### src/rtl/fp128_decomp_arbiter.sv
// fp128_decomp_arbiter
// Shares one registered FP128 decompose/classify stage between NREQ requesters.
// A round-robin arbiter picks a requester, an IDLE/EVAL/RESP sequencer enables
// the stage for a single cycle, and the result is returned on a valid/ready
// response channel tagged with the index of the requester that was served.
//
// Ports:
//   clk, rst_n          clock, synchronous active-low reset
//   req_valid/req_ready per-requester handshake (req_ready is one-hot or zero)
//   req_op              NREQ packed 128-bit operands, requester k at [128k+:128]
//   rsp_valid/rsp_ready response handshake
//   rsp_tag             index of the served requester
//   rsp_o               operand as accepted
//   rsp_sgn/exp/fract   sign, exponent, {hidden bit, significand}
//   rsp_xz..rsp_nan     class flags
//   busy                sequencer is not idle
module fp128_decomp_arbiter #(
  parameter int NREQ = 4,
  localparam int TAGW = (NREQ > 1) ? $clog2(NREQ) : 1
) (
  input  logic                  clk,
  input  logic                  rst_n,
  input  logic [NREQ-1:0]       req_valid,
  output logic [NREQ-1:0]       req_ready,
  input  logic [NREQ*128-1:0]   req_op,
  output logic                  rsp_valid,
  input  logic                  rsp_ready,
  output logic [TAGW-1:0]       rsp_tag,
  output logic [127:0]          rsp_o,
  output logic                  rsp_sgn,
  output logic [14:0]           rsp_exp,
  output logic [112:0]          rsp_fract,
  output logic                  rsp_xz,
  output logic                  rsp_mz,
  output logic                  rsp_vz,
  output logic                  rsp_inf,
  output logic                  rsp_xinf,
  output logic                  rsp_qnan,
  output logic                  rsp_snan,
  output logic                  rsp_nan,
  output logic                  busy
);

  // Padded request vector so a TAGW-bit index always covers it exactly.
  localparam int PADW = 1 << TAGW;
  localparam logic [TAGW-1:0] LAST_IDX = TAGW'(NREQ - 1);

  typedef enum logic [1:0] {
    IDLE = 2'd0,
    EVAL = 2'd1,
    RESP = 2'd2
  } state_t;

  // Class flags packed as {xz, mz, vz, inf, xinf, qnan, snan, nan}.
  function automatic logic [7:0] classify(input logic [127:0] op);
    logic [14:0]  e;
    logic [111:0] m;
    logic xz, mz, xinf;
    e    = op[126:112];
    m    = op[111:0];
    xz   = (e == 15'd0);
    mz   = (m == 112'd0);
    xinf = &e;
    return {xz, mz, xz & mz, xinf & mz, xinf, xinf & m[111],
            xinf & ~m[111] & ~mz, xinf & ~mz};
  endfunction

  state_t            state_r, state_nxt_s;
  logic [TAGW-1:0]   ptr_r, ptr_nxt_s;
  logic [TAGW-1:0]   tag_r;
  logic [127:0]      op_r;
  logic [PADW-1:0]   valid_pad_s;
  logic [TAGW:0]     cand_s;
  logic [TAGW-1:0]   win_idx_s;
  logic              win_found_s;
  logic              grant_ok_s;
  logic              grant_s;
  logic [NREQ-1:0]   req_ready_s;
  logic [127:0]      op_sel_s;
  logic [7:0]        flags_r;
  logic [TAGW-1:0]   rsp_tag_r;
  logic [127:0]      rsp_o_r;
  logic [112:0]      rsp_fract_r;

  assign valid_pad_s = PADW'(req_valid);

  // Round-robin search: first valid requester starting at ptr_r, wrapping mod NREQ.
  always_comb begin
    win_found_s = 1'b0;
    win_idx_s   = '0;
    cand_s      = '0;
    for (int i = 0; i < NREQ; i++) begin
      cand_s = {1'b0, ptr_r} + (TAGW+1)'(i);
      if (cand_s >= (TAGW+1)'(NREQ)) begin
        cand_s = cand_s - (TAGW+1)'(NREQ);
      end else begin
        cand_s = cand_s;
      end
      if (!win_found_s && valid_pad_s[cand_s[TAGW-1:0]]) begin
        win_found_s = 1'b1;
        win_idx_s   = cand_s[TAGW-1:0];
      end else begin
        win_found_s = win_found_s;
      end
    end
  end

  // Grants only in IDLE or while the current response is being accepted; reset blocks them.
  assign grant_ok_s = rst_n && ((state_r == IDLE) || ((state_r == RESP) && rsp_ready));
  assign grant_s    = grant_ok_s && win_found_s;
  assign ptr_nxt_s  = (win_idx_s == LAST_IDX) ? '0 : win_idx_s + TAGW'(1);

  // One-hot ready and AND-OR select of the granted operand.
  always_comb begin
    req_ready_s = '0;
    op_sel_s    = 128'd0;
    for (int k = 0; k < NREQ; k++) begin
      req_ready_s[k] = grant_s && (win_idx_s == TAGW'(k));
      op_sel_s       = op_sel_s | (req_op[k*128 +: 128] & {128{req_ready_s[k]}});
    end
  end

  assign req_ready = req_ready_s;

  // Sequencer next-state: EVAL lasts exactly one cycle and is the stage enable.
  always_comb begin
    state_nxt_s = state_r;
    case (state_r)
      IDLE: begin
        if (grant_s) state_nxt_s = EVAL;
        else         state_nxt_s = IDLE;
      end
      EVAL: state_nxt_s = RESP;
      RESP: begin
        if (!rsp_ready)   state_nxt_s = RESP;
        else if (grant_s) state_nxt_s = EVAL;
        else              state_nxt_s = IDLE;
      end
      default: state_nxt_s = IDLE;
    endcase
  end

  // State, arbiter pointer, operand register and decomposed response registers.
  always_ff @(posedge clk) begin
    if (!rst_n) begin
      state_r     <= IDLE;
      ptr_r       <= '0;
      tag_r       <= '0;
      op_r        <= 128'd0;
      rsp_tag_r   <= '0;
      rsp_o_r     <= 128'd0;
      rsp_fract_r <= 113'd0;
      flags_r     <= 8'd0;
    end else begin
      state_r <= state_nxt_s;
      if (grant_s) begin
        ptr_r <= ptr_nxt_s;
        tag_r <= win_idx_s;
        op_r  <= op_sel_s;
      end
      // Response registers only move in EVAL, so they hold through RESP backpressure.
      if (state_r == EVAL) begin
        rsp_tag_r   <= tag_r;
        rsp_o_r     <= op_r;
        rsp_fract_r <= {|op_r[126:112], op_r[111:0]};
        flags_r     <= classify(op_r);
      end
    end
  end

  assign rsp_valid = (state_r == RESP);
  assign busy      = (state_r != IDLE);
  assign rsp_tag   = rsp_tag_r;
  assign rsp_o     = rsp_o_r;
  assign rsp_sgn   = rsp_o_r[127];
  assign rsp_exp   = rsp_o_r[126:112];
  assign rsp_fract = rsp_fract_r;
  assign {rsp_xz, rsp_mz, rsp_vz, rsp_inf, rsp_xinf, rsp_qnan, rsp_snan, rsp_nan} = flags_r;

endmodule

### config.mk
export PLATFORM = sky130hd
export DESIGN_NAME = fp128_decomp_arbiter
export DESIGN_NICKNAME = d
export VERILOG_FILES = /design/src/rtl/fp128_decomp_arbiter.sv
export SDC_FILE = /design/constraint.sdc
export NUM_CORES = 1
export LEC_CHECK = 0
export BUFFER_PORTS_ARGS = -buffer_cell sky130_fd_sc_hd__buf_2
export CAP_MARGIN = 15
export CORE_AREA = 3 3 303 305
export DETAILED_ROUTE_END_ITERATION = 6
export DIE_AREA = 0 0 306 308
export PLACE_DENSITY = 0.42
export SLEW_MARGIN = 20
export SYNTH_ARGS = -nofsm -noshare
export SYNTH_HDL_FRONTEND = slang
export SYNTH_SLANG_ARGS = --single-unit
### constraint.sdc
create_clock -name clk -period 5.7 [get_ports clk]
set_input_delay 1.71 -clock clk [delete_from_list [all_inputs] [get_ports clk]]
set_output_delay 1.71 -clock clk [all_outputs]
set_load 0.01 [all_outputs]
### After elaboration in Yosys (flattened, before gate mapping)

Index checks and enable logic that the tools add are counted.

| storage, ports and cells | value |
|---|---|
| flip-flop bits (word level) | 385 |
| input bits | 519 |
| logic and storage cells | 89 |

| operators by class | value |
|---|---|
| add/sub/neg operators | 8 |
| $lt $le $gt $ge | 8 |
| eq/ne operators | 5 |
| mux-type cells | 24 |
| bitwise operators | 15 |
| reduce and logical (&&, ||, !) cells | 21 |

Operator list:

| kind | count |
|---|---|
| bitwise AND 128 bit | 4 |
| bitwise OR 128 bit | 3 |
| logical NOT 112 bit | 1 |
| 2-to-1 mux 2 bit | 10 |
| logical NOT 15 bit | 1 |
| AND reduction 15 bit | 1 |
| OR reduction 15 bit | 1 |
| < comparator 2 x 3 -> 1 bit, second input constant | 4 |
| logical AND 1 bit | 10 |
| >= comparator 3 bit, second input constant | 3 |
| 2-to-1 mux 1 bit | 9 |
| binary-select mux 1 bit (select 2 bit) | 4 |
| subtractor 2 x 1 -> 2 bit, second input constant | 4 |
| adder 2 x 2 -> 3 bit, second input constant | 2 |
| bitwise AND 1 bit | 6 |
| equality test 2 bit, second input constant | 3 |
| one-hot mux 2 bit (3 select lines) | 1 |
| equality test 2 x 1 -> 1 bit, second input constant | 2 |
| logical NOT 2 bit | 2 |
| adder 2 x 1 -> 3 bit, second input constant | 1 |
| >= comparator 2 x 3 -> 1 bit, second input constant | 1 |
| logical NOT 1 bit | 3 |
| adder 2 x 1 -> 2 bit, second input constant | 1 |
| inverter 1 bit | 2 |
| 2 further kinds | 2 |

### Depth between registers and ports, before layout

Gate-level depths: netlist of the first run.

| depth | value |
|---|---|
| depth after elaboration | 20 |
| gate-level depth with buffers | 11 |
| gate-level depth less buffers | 9 |

### Worst setup path after synthesis of the first run

No wires, ideal clock.

| timing path | value |
|---|---|
| path kind | input port to output port |
| start | input req_valid[2] |
| end | output req_ready[3] |
| data arrival time | 3427 ps |
| setup slack | 563 ps |
| cell stages on the path | 8 |
| buffers on the path | 2 |
| path through | a22o_1 a221oi_1 nand2_1 inv_1 ha_1 clkbuf_1 clkbuf_1 and2_1 |

| on the way | value |
|---|---|
| word-level cells in the longest chain between the ends | 14 |
| elaborated cells between the ends (all ways) | 25 |
| classes of those cells | eq/ne: 1; mux: 16; reduce/logical: 8 |

RTL lines:

| item | line | source |
|---|---|---|
| from (decl) | 23 | `input logic [NREQ-1:0] req_valid,` |
| binary-select mux 1 bit (select 2 bit) | 99 | `if (!win_found_s && valid_pad_s[cand_s[TAGW-1:0]]) begin` |
| 2-to-1 mux 1 bit (not written as such) | 99 |  |
| 2-to-1 mux 1 bit | 99 |  |
| logical NOT 1 bit | 99 |  |
| logical AND 1 bit | 99 |  |
| 2-to-1 mux 1 bit | 99 |  |
| logical NOT 1 bit | 99 |  |
| logical AND 1 bit | 99 |  |
| 2-to-1 mux 1 bit | 99 |  |
| logical NOT 1 bit | 99 |  |
| logical AND 1 bit | 99 |  |
| 2-to-1 mux 2 bit (*) | 99 |  |
| net win_idx_s[0] | 74 | `logic [TAGW-1:0] win_idx_s;` |
| equality test 2 bit (*) | 118 | `req_ready_s[k] = grant_s && (win_idx_s == TAGW'(k));` |
| logical AND 1 bit (*) | 118 |  |
| to (decl) | 24 | `output logic [NREQ-1:0] req_ready,` |

The timed path passes the listed nets; every way through them passes the cells marked *. The select of a mux whose other input is x is not followed.

### Worst setup path in the final report of the first run

| timing path | value |
|---|---|
| start | input req_valid[2] |
| end | output req_ready[2] |

| on the way | value |
|---|---|
| word-level cells in the longest chain between the ends | 14 |
| elaborated cells between the ends (all ways) | 25 |
| classes of those cells | eq/ne: 1; mux: 16; reduce/logical: 8 |

RTL lines:

| item | line |
|---|---|
| binary-select mux 1 bit (select 2 bit) | 99 |
| 2-to-1 mux 1 bit (not written as such) | 99 |
| 2-to-1 mux 1 bit | 99 |
| logical NOT 1 bit | 99 |
| logical AND 1 bit | 99 |
| 2-to-1 mux 1 bit | 99 |
| logical NOT 1 bit | 99 |
| logical AND 1 bit | 99 |
| 2-to-1 mux 1 bit | 99 |
| logical NOT 1 bit | 99 |
| logical AND 1 bit | 99 |
| 2-to-1 mux 2 bit or 2-to-1 mux 1 bit (tied branches) | 99 |
| equality test 2 bit or logical AND 1 bit (tied branches) | 118, 110 |
| logical AND 1 bit (*) | 118 |

Every way passes the cells marked *; elsewhere a longest branch is shown, timed or not. The select of a mux whose other input is x is not followed.

==> impl_metrics.ini, run 1 <==
[run_status]
outcome = complete, no violations

[drt]
drc = 0
via_count = 14050
detail_route.wl_per_cell_um = 19.42
viasPerCell = 4.209
first_pass_iters = 6
wirelength_mm = 64.80
drt-initial-drc-count = 805
drtAntennaViolNets = 0

[synth]
synth_compound_area_share_pct = 31.89
muxShareOfSynthArea_pct = 0.1480
syn_inst = 1563
synth_common_cells = 273 x dfxtp_1, 264 x nand2_1, 256 x a22oi_1
synth_edf_count = 0
synth-xor-area-share_pct = 0
synth_top_family_by_area = compound AO/OA/AOI/OAI gates
ys_types = 35
synth.most_common_cell = dfxtp_1
netlist.area_leader.share_pct = 40.40
yosysTopAreaCell = dfxtp_1
synthAdderAreaFrac_pct = 0.3700
ys_ff_latch = 273
yosys_warnings = 0
synth_simple_gate_area_share_pct = 15.81
ys_top_cells_by_area = dfxtp_1 40%, a22oi_1 14%, o211a_1 9.5%
ys_seq_area_share_pct = 40.40
async_flop_share_pct = 0
syn-num-nets = 2086
synth-main-ff-cell = dfxtp_1
syn-mean-instance-area_um2 = 8.654
syn_area_mm2 = 0.01353

[clocking]
clock-sinks = 273
clockBufferDepth = 3
postCtsHoldBufs = 0
cts_setup_buffers = 0
htree_levels = 2
cts-root-buf = clkbuf_16
ctsResizeCount = 0
cts_buffers = 34
path_clk_slew_ns = 0.06
clk_latency_ns = 0.53
tritoncts = yes

[global_route]
antenna_found_initial = 6
overflow = 0
grt_pass1_wl_mm = 92.30
grt.total_usage_pct = 12.88
grt_pass1_vias = 13920
grt_start_max_net_pins = 135

[timing]
slew_viol_final = 0
timing.fmax_ghz = 0.2052
min_period_ns = 4.874
setup_tns_ns = 0
clock_skew_ns = 0.01632
worst_pin_slew_ns = 0.8823
final_hold_viol_count = 0
post-route-period-util_pct = 85.50
relSlewSlack_pct = 41.18
rsz0062_at_grt = no
final-setup-viol-count = 0

[power]
power_density_mw_per_mm2 = 308.3
p_total_w = 0.005832
max-vdd-ir-drop_mv = 0.1382
leakage_nw = 9.311

[placement]
placed_cell_area_mm2 = 0.01776
port_buffers = 791
dp_hpwl_mm = 48.82
place.gp.congestion = 0.7769

[setup_path]
cp_max_fo = 4
cp.required_ns = 3.99
crit_arrival_ns = 3.16
crit_type = in2out
crit_path_start_kind = input pin
critPathCaptureType = primary output

[die]
core-area_mm2 = 0.08960
rows = 110
die_w_um = 306
dieArea_mm2 = 0.09425
start_util_pct = 15.10
fp.dieH_um = 308
ioPinCount = 792

[job]
drv_cap = 0

[cells_and_area]
nFillCells = 9950
nNetsFinal = 2656
drive_above_1_share_pct = 40.75
syn2layout_area_growth_pct = 39.85
finalInstanceArea_mm2 = 0.01892

[min_path]
hp-class = reg2reg
## cells by family after synthesis
kind of cell	Yosys count
mux	2
simple gates	468
fa+ha+maj	4
flops	273
buf+inv	282
compound gates	534
## per-layer routing
layer	share of wire [%]	track usage, %	vias up
li1	-	-	6788
met1	43	15.93	6578
met2	48	22.08	594
met3	5.9	2.651	86
met4	3.6	4.765	0
met5	0	0	-
## critical path, cell delays in order
cell and delay [ns]:
buf_2 0.12, a22o_1 0.22, a221oi_1 0.24, buf_4 0.19, nand2_1 0.07, buf_4 0.17, ha_4 0.16, and2_1 0.13
buf_2 0.14
## metrics by stage
step                      utilization [%]  worst slack (ns)  hold WS (ns)  std cells
after floorplan                         -            0.5632        0.4403       1563
after global placement              19.81            0.8005        0.4504       3273
after detailed placement            19.82            0.8319        0.4564       3273
after CTS                           21.10            0.8310        0.4653       3333
after global routing                21.11            0.7112        0.4866       3336
final                               21.11            0.8262        0.4643       3337
## layout by cell type (no fill, tap or decap), drive strengths merged, types with 3 or more instances in the layout
cell / netlist / routed
nor2: 5 / 5
clkbuf: 141 / 53
and3: 3 / 3
ha: 4 / 4
inv: 6 / 6
o211a: 128 / 128
buf: 135 / 810
nand2: 264 / 264
nand2b: 5 / 5
a21oi: 6 / 6
dfxtp: 273 / 273
a21boi: 132 / 132
nand4: 12 / 12
o21ai: 4 / 4
a22oi: 256 / 256
nor2b: 7 / 7
diode: 0 / 4
nand3: 131 / 131
clkinv: 0 / 4
nor4: 31 / 31
and2: 4 / 4
## power by group
group	switching, W	internal [W]	total [W]
logic	0.000810	0.000558	0.00137
clock network	0.000867	0.00136	0.00223
registers	0.000169	0.00206	0.00223
total	0.00185	0.00399	0.00583
## sequential cells by signal, summed over array words and instances, names as in the netlist
register / flops
tag_r: 2
rsp_tag: 2
rsp_fract: 1
op_r: 128
state_r: 2
ptr_r: 2
rsp_o: 128
flags_r: 8
## final cells by class
type | count | area [um^2] | area share, %
antenna | 4 | 10.01 | 0.05291
clock buffer | 53 | 1056 | 5.582
multi-input combinational | 1008 | 6610 | 34.94
clock inverter | 7 | 95.09 | 0.5027
timing repair buffer | 810 | 4187 | 22.13
tap | 1176 | 1471 | 7.778
inverter | 6 | 22.52 | 0.1191
sequential | 273 | 5465 | 28.89
## path summary, 6_finish.rpt
path,from,cells after the start,end,slack [ns]
hold / removal,flags_r[2],2,flags_r[2],0.46
setup reg to reg,ptr_r[0],11,op_r[18],2.91
setup / recovery,req_valid[2],9,req_ready[2],0.83
hold reg to reg,flags_r[2],2,flags_r[2],0.46
Power figures use the tool's default switching activity.
==> run 2: changes to the inputs <==
--- a/config.mk
+++ b/config.mk
@@ -11,6 +11,7 @@
 export DETAILED_ROUTE_END_ITERATION = 6
 export DIE_AREA = 0 0 306 308
 export PLACE_DENSITY = 0.42
+export RECOVER_POWER = 100
 export SLEW_MARGIN = 20
 export SYNTH_ARGS = -nofsm -noshare
 export SYNTH_HDL_FRONTEND = slang
==> run 2 against run 1 <==
Highest routed layer unchanged. Cell count is the same. The flow now finishes with violations (capacitance limit, slew limit). Die area is the same. Wire length grew 0.38%. Final area shrank 2.2%. Combinational power is essentially flat. Worst hold slack lost 0.0011 ns. Fmax shrank 2.9%. Sequential share of layout area grew 0.66 points. First-iteration DRC count shrank 1.4%. Critical endpoint unchanged.
==> impl_metrics.ini, run 2 (synthesis results as in run 1) <==
[die]
die_w_um = 306
rows = 110
dieArea_mm2 = 0.09425
start_util_pct = 15.10
ioPinCount = 792
core-area_mm2 = 0.08960
fp.dieH_um = 308

[placement]
place.gp.congestion = 0.7769
port_buffers = 791
dp_hpwl_mm = 48.82

[global_route]
grt.total_usage_pct = 12.88
grt_pass1_vias = 13920
grt_pass1_wl_mm = 92.30
antenna_found_initial = 6
overflow = 0
grt_start_max_net_pins = 135

[timing]
final-setup-viol-count = 0
timing.fmax_ghz = 0.1991
min_period_ns = 5.022
clock_skew_ns = 0.01805
worst_pin_slew_ns = 3.145
rsz0062_at_grt = no
slew_viol_final = 425
final_hold_viol_count = 0
setup_tns_ns = 0
post-route-period-util_pct = 88.10
relSlewSlack_pct = -109.7

[clocking]
ctsResizeCount = 0
postCtsHoldBufs = 0
clk_latency_ns = 0.53
path_clk_slew_ns = 0.06
cts_setup_buffers = 0
htree_levels = 2
clockBufferDepth = 3
tritoncts = yes
clock-sinks = 273
cts_buffers = 34
cts-root-buf = clkbuf_16

[power]
p_total_w = 0.005800
max-vdd-ir-drop_mv = 0.1378
power_density_mw_per_mm2 = 313.6
leakage_nw = 8.114

[cells_and_area]
final_common_cell = buf_2
mostFrequentLayoutCells = 519 x buf_2, 286 x clkbuf_1, 273 x dfxtp_1
nNetsFinal = 2656
drive_above_1_share_pct = 27.72
nFillCells = 10130
syn2layout_area_growth_pct = 36.70

[min_path]
hold_depth = 2
whs_endpoint = flags_r[2]
hp-class = reg2reg
hp-start = flags_r[2]

[setup_path]
cp_max_fo = 4
critPathTopFamily = buffers and inverters
worstReg2RegEnd = rsp_tag[1]
slowest_stage = a221oi_1
cp.required_ns = 3.99
reg2reg_from = state_r[1]
reg2reg_slack_ns = 1.38
crit_path_start_kind = input pin
cp_cell_sequence = buf_2, a22o_1, a221oi_1, clkbuf_1, nand2_1, clkbuf_1, ha_4, and2_1, clkbuf_1
critPathBufInv = 4
crit_type = in2out
reg2regPathDepth = 4
crit_arrival_ns = 3.31
critPathCaptureType = primary output
cpMostUsedCell = clkbuf_1
slowest_delay_ns = 0.25

[drt]
first_pass_iters = 6
viasPerCell = 4.215
via_count = 14070
drc = 0
drtAntennaViolNets = 0
drt-initial-drc-count = 794
wirelength_mm = 65.05
detail_route.wl_per_cell_um = 19.49

[run_status]
violations = capacitance limit, slew limit
outcome = complete, but fails checks

[job]
drv_cap = 5
-- run 2: cell types whose count changed in the layout (fill, tap and decap cells not counted), sizes merged --
cell / before / now
buf: 810 / 531
clkbuf: 53 / 332
-- run 2: layout make-up --
cell class / instances / area, um^2 / area share (%)
repair buffers: 810 / 3797 / 20.54
clock buffers: 53 / 1056 / 5.711
well taps: 1176 / 1471 / 7.957
clock inverters: 7 / 95.09 / 0.5142
flip-flops and latches: 273 / 5465 / 29.56
inverters: 6 / 22.52 / 0.1218
diodes: 4 / 10.01 / 0.05413
multi-input cells: 1008 / 6574 / 35.55
-- run 2: how the worst max path moves through the flow --
stage | cells after the start | from | to
global route | 6 | rst_n | op_r[85]
floorplan | 8 | req_valid[2] | req_ready[3]
global placement | 9 | req_valid[2] | req_ready[0]
detailed placement | 9 | req_valid[2] | req_ready[3]
finish | 9 | req_valid[2] | req_ready[2]
CTS | 9 | req_valid[2] | req_ready[3]
-- run 2: through the flow --
step | std cells | instance area (um^2) | hold slack, ns | utilization (%) | setup slack [ns]
5_1_grt | 3336 | 18490 | 0.4879 | 20.64 | 0.4124
2_1_floorplan | 1563 | 13530 | 0.4403 | - | 0.5632
3_5_place_dp | 3273 | 17760 | 0.4564 | 19.82 | 0.8319
6_report | 3337 | 18490 | 0.4632 | 20.64 | 0.6781
4_1_cts | 3333 | 18910 | 0.4653 | 21.10 | 0.8310
3_3_place_gp | 3273 | 17750 | 0.4504 | 19.81 | 0.8005
-- run 2: per-layer routing --
layer | part of all wire (%) | track usage (%)
met1 | 43 | 15.93
met4 | 3.5 | 4.765
met2 | 48 | 22.08
met3 | 6.1 | 2.651
met5 | 0 | 0
-- run 2: power breakdown --
part           switching (W)  leakage (nW)  internal [W]
Sequential          0.000171          2.23       0.00206
Combinational       0.000808          5.32      0.000528
Clock               0.000865         0.561       0.00136
Total                0.00184          8.11       0.00396
-- run 2: worst reg2reg max path, cell delays in order, from the launching register on --
cell and delay (ns):
dfxtp_1 0.42, nand2b_1 0.86, clkbuf_1 2.22, nand2_1 0.34, a21boi_0 0.39
==> run 3: changes to the inputs <==
--- a/config.mk
+++ b/config.mk
@@ -12,6 +12,7 @@
 export DIE_AREA = 0 0 306 308
 export PLACE_DENSITY = 0.42
 export RECOVER_POWER = 100
+export REMOVE_ABC_BUFFERS = 1
 export SLEW_MARGIN = 20
 export SYNTH_ARGS = -nofsm -noshare
 export SYNTH_HDL_FRONTEND = slang
==> run 3 against run 2 <==
The flow still finishes with violations (capacitance limit, slew limit). Combinational power barely moved. Via count fell by 0.16%. Critical path depth rose by 1. Sequential power barely moved. Wire length fell by 1.7%. Critical endpoint is now req_ready[0]. Largest cell class unchanged.
==> impl_metrics.ini, run 3 (synthesis results as in run 1) <==
[clocking]
cts_buffers = 35
clk_latency_ns = 0.53
cts-root-buf = clkbuf_16
htree_levels = 2
cts_setup_buffers = 0
postCtsHoldBufs = 0
clock-sinks = 273
tritoncts = yes
clockBufferDepth = 3
ctsResizeCount = 0
path_clk_slew_ns = 0.05

[timing]
post-route-period-util_pct = 92.16
worst_pin_slew_ns = 3.775
final_hold_viol_count = 0
final-setup-viol-count = 0
slew_viol_final = 501
rsz0062_at_grt = no
relSlewSlack_pct = -151.7
min_period_ns = 5.253
worst_hold_slack_ns = 0.4692
fin_ws_ns = 0.4467
timing.fmax_ghz = 0.1904
clock_skew_ns = 0.01690

[power]
leakage_nw = 8.165
max-vdd-ir-drop_mv = 0.1163
power_density_mw_per_mm2 = 315.2

[drt]
drc = 0
drt-initial-drc-count = 670
via_count = 14040
detail_route.wl_per_cell_um = 19.12
wirelength_mm = 63.91
first_pass_iters = 5
drtAntennaViolNets = 0
viasPerCell = 4.202

[global_route]
overflow = 0
grt_pass1_vias = 13550
grt_start_max_net_pins = 190
antenna_found_initial = 6
grt.total_usage_pct = 12.61
grt_pass1_wl_mm = 89.91

[run_status]
violations = capacitance limit, slew limit
outcome = complete, but fails checks

[setup_path]
crit_type = in2out
critPathCaptureType = primary output
crit_arrival_ns = 3.54
crit_path_start_kind = input pin
reg2reg_slack_ns = 1.96
cp.required_ns = 3.99
cp_max_fo = 4

[cells_and_area]
syn2layout_area_growth_pct = 37.14
final_common_cell = buf_2
nNetsFinal = 2662
final_cells = 3342
fin_util_pct = 20.70
drive_above_1_share_pct = 28.05
mostFrequentLayoutCells = 519 x buf_2, 283 x clkbuf_1, 273 x dfxtp_1

[die]
fp.dieH_um = 308
rows = 110
ioPinCount = 792
core-area_mm2 = 0.08960
start_util_pct = 15.10
die_w_um = 306
dieArea_mm2 = 0.09425

[job]
drv_cap = 4

[placement]
dp_hpwl_mm = 48.55
pre_cts_slack_ns = 0.5305
port_buffers = 791
place.gp.congestion = 0.7956
dp.cells = 3278

[min_path]
hp-class = reg2reg
run 3: cell types whose count changed in the layout (fill, tap and decap cells not counted), sizes merged:
cell	delta
buf	+5
bufinv	+2
clkbuf	-5
clkinvlp	-1
clkinv	+6
diode	-2
run 3: area by class of cell:
| type | instances | area, um^2 |
|---|---|---|
| antenna | 2 | 5.005 |
| clock inverter | 14 | 173.9 |
| clock buffer | 48 | 1007 |
| sequential | 273 | 5465 |
| tap | 1176 | 1471 |
| timing repair buffer | 815 | 3825 |
| fill | 10250 | 71050 |
| multi-input combinational | 1008 | 6580 |
| inverter | 6 | 22.52 |
run 3: path summary, 6_finish.rpt:
kind,from,depth (start not counted),to
max,req_valid[0],10,req_ready[0]
min,flags_r[0],2,flags_r[0]
max reg2reg,ptr_r[1],12,op_r[44]
min reg2reg,flags_r[0],2,flags_r[0]
run 3: layer usage:
layer  track usage, %  vias up  routed length (um)  part of all wire [%]
met4            5.090        2                2267                   3.5
met2            22.68      533               32640                    51
met1            14.96     6622               25770                    40
li1                 -     6804                   -                     -
met3            1.978       83                3212                   5.0
met5                0        -                  13                 0.020
run 3: through the flow:
step | instance area (um^2) | power, W | setup TNS, ns
after detailed placement | 17760 | 0.003654 | 0
final | 18550 | 0.005847 | 0
after CTS | 18940 | 0.006015 | 0
after global routing | 18550 | 0.006199 | 0
after floorplan | 12010 | 0.002965 | -173.89
after global placement | 17760 | 0.003651 | 0
run 3: power breakdown:
part / leakage (nW) / switching [W] / total, W / internal [W]
Sequential: 2.23 / 0.000167 / 0.00223 / 0.00206
Combinational: 5.34 / 0.000786 / 0.00133 / 0.000540
Clock: 0.589 / 0.000874 / 0.00229 / 0.00142
Total: 8.16 / 0.00183 / 0.00585 / 0.00402
run 3: worst max-delay path, cell delays in order:
cell and delay [ns]:
clkbuf_1 0.12, a21oi_1 0.14, o21ai_0 0.08, a21oi_1 0.39, clkbuf_1 0.28, inv_1 0.08, clkbuf_1 0.19, ha_4 0.19
and2_1 0.16, clkbuf_1 0.18
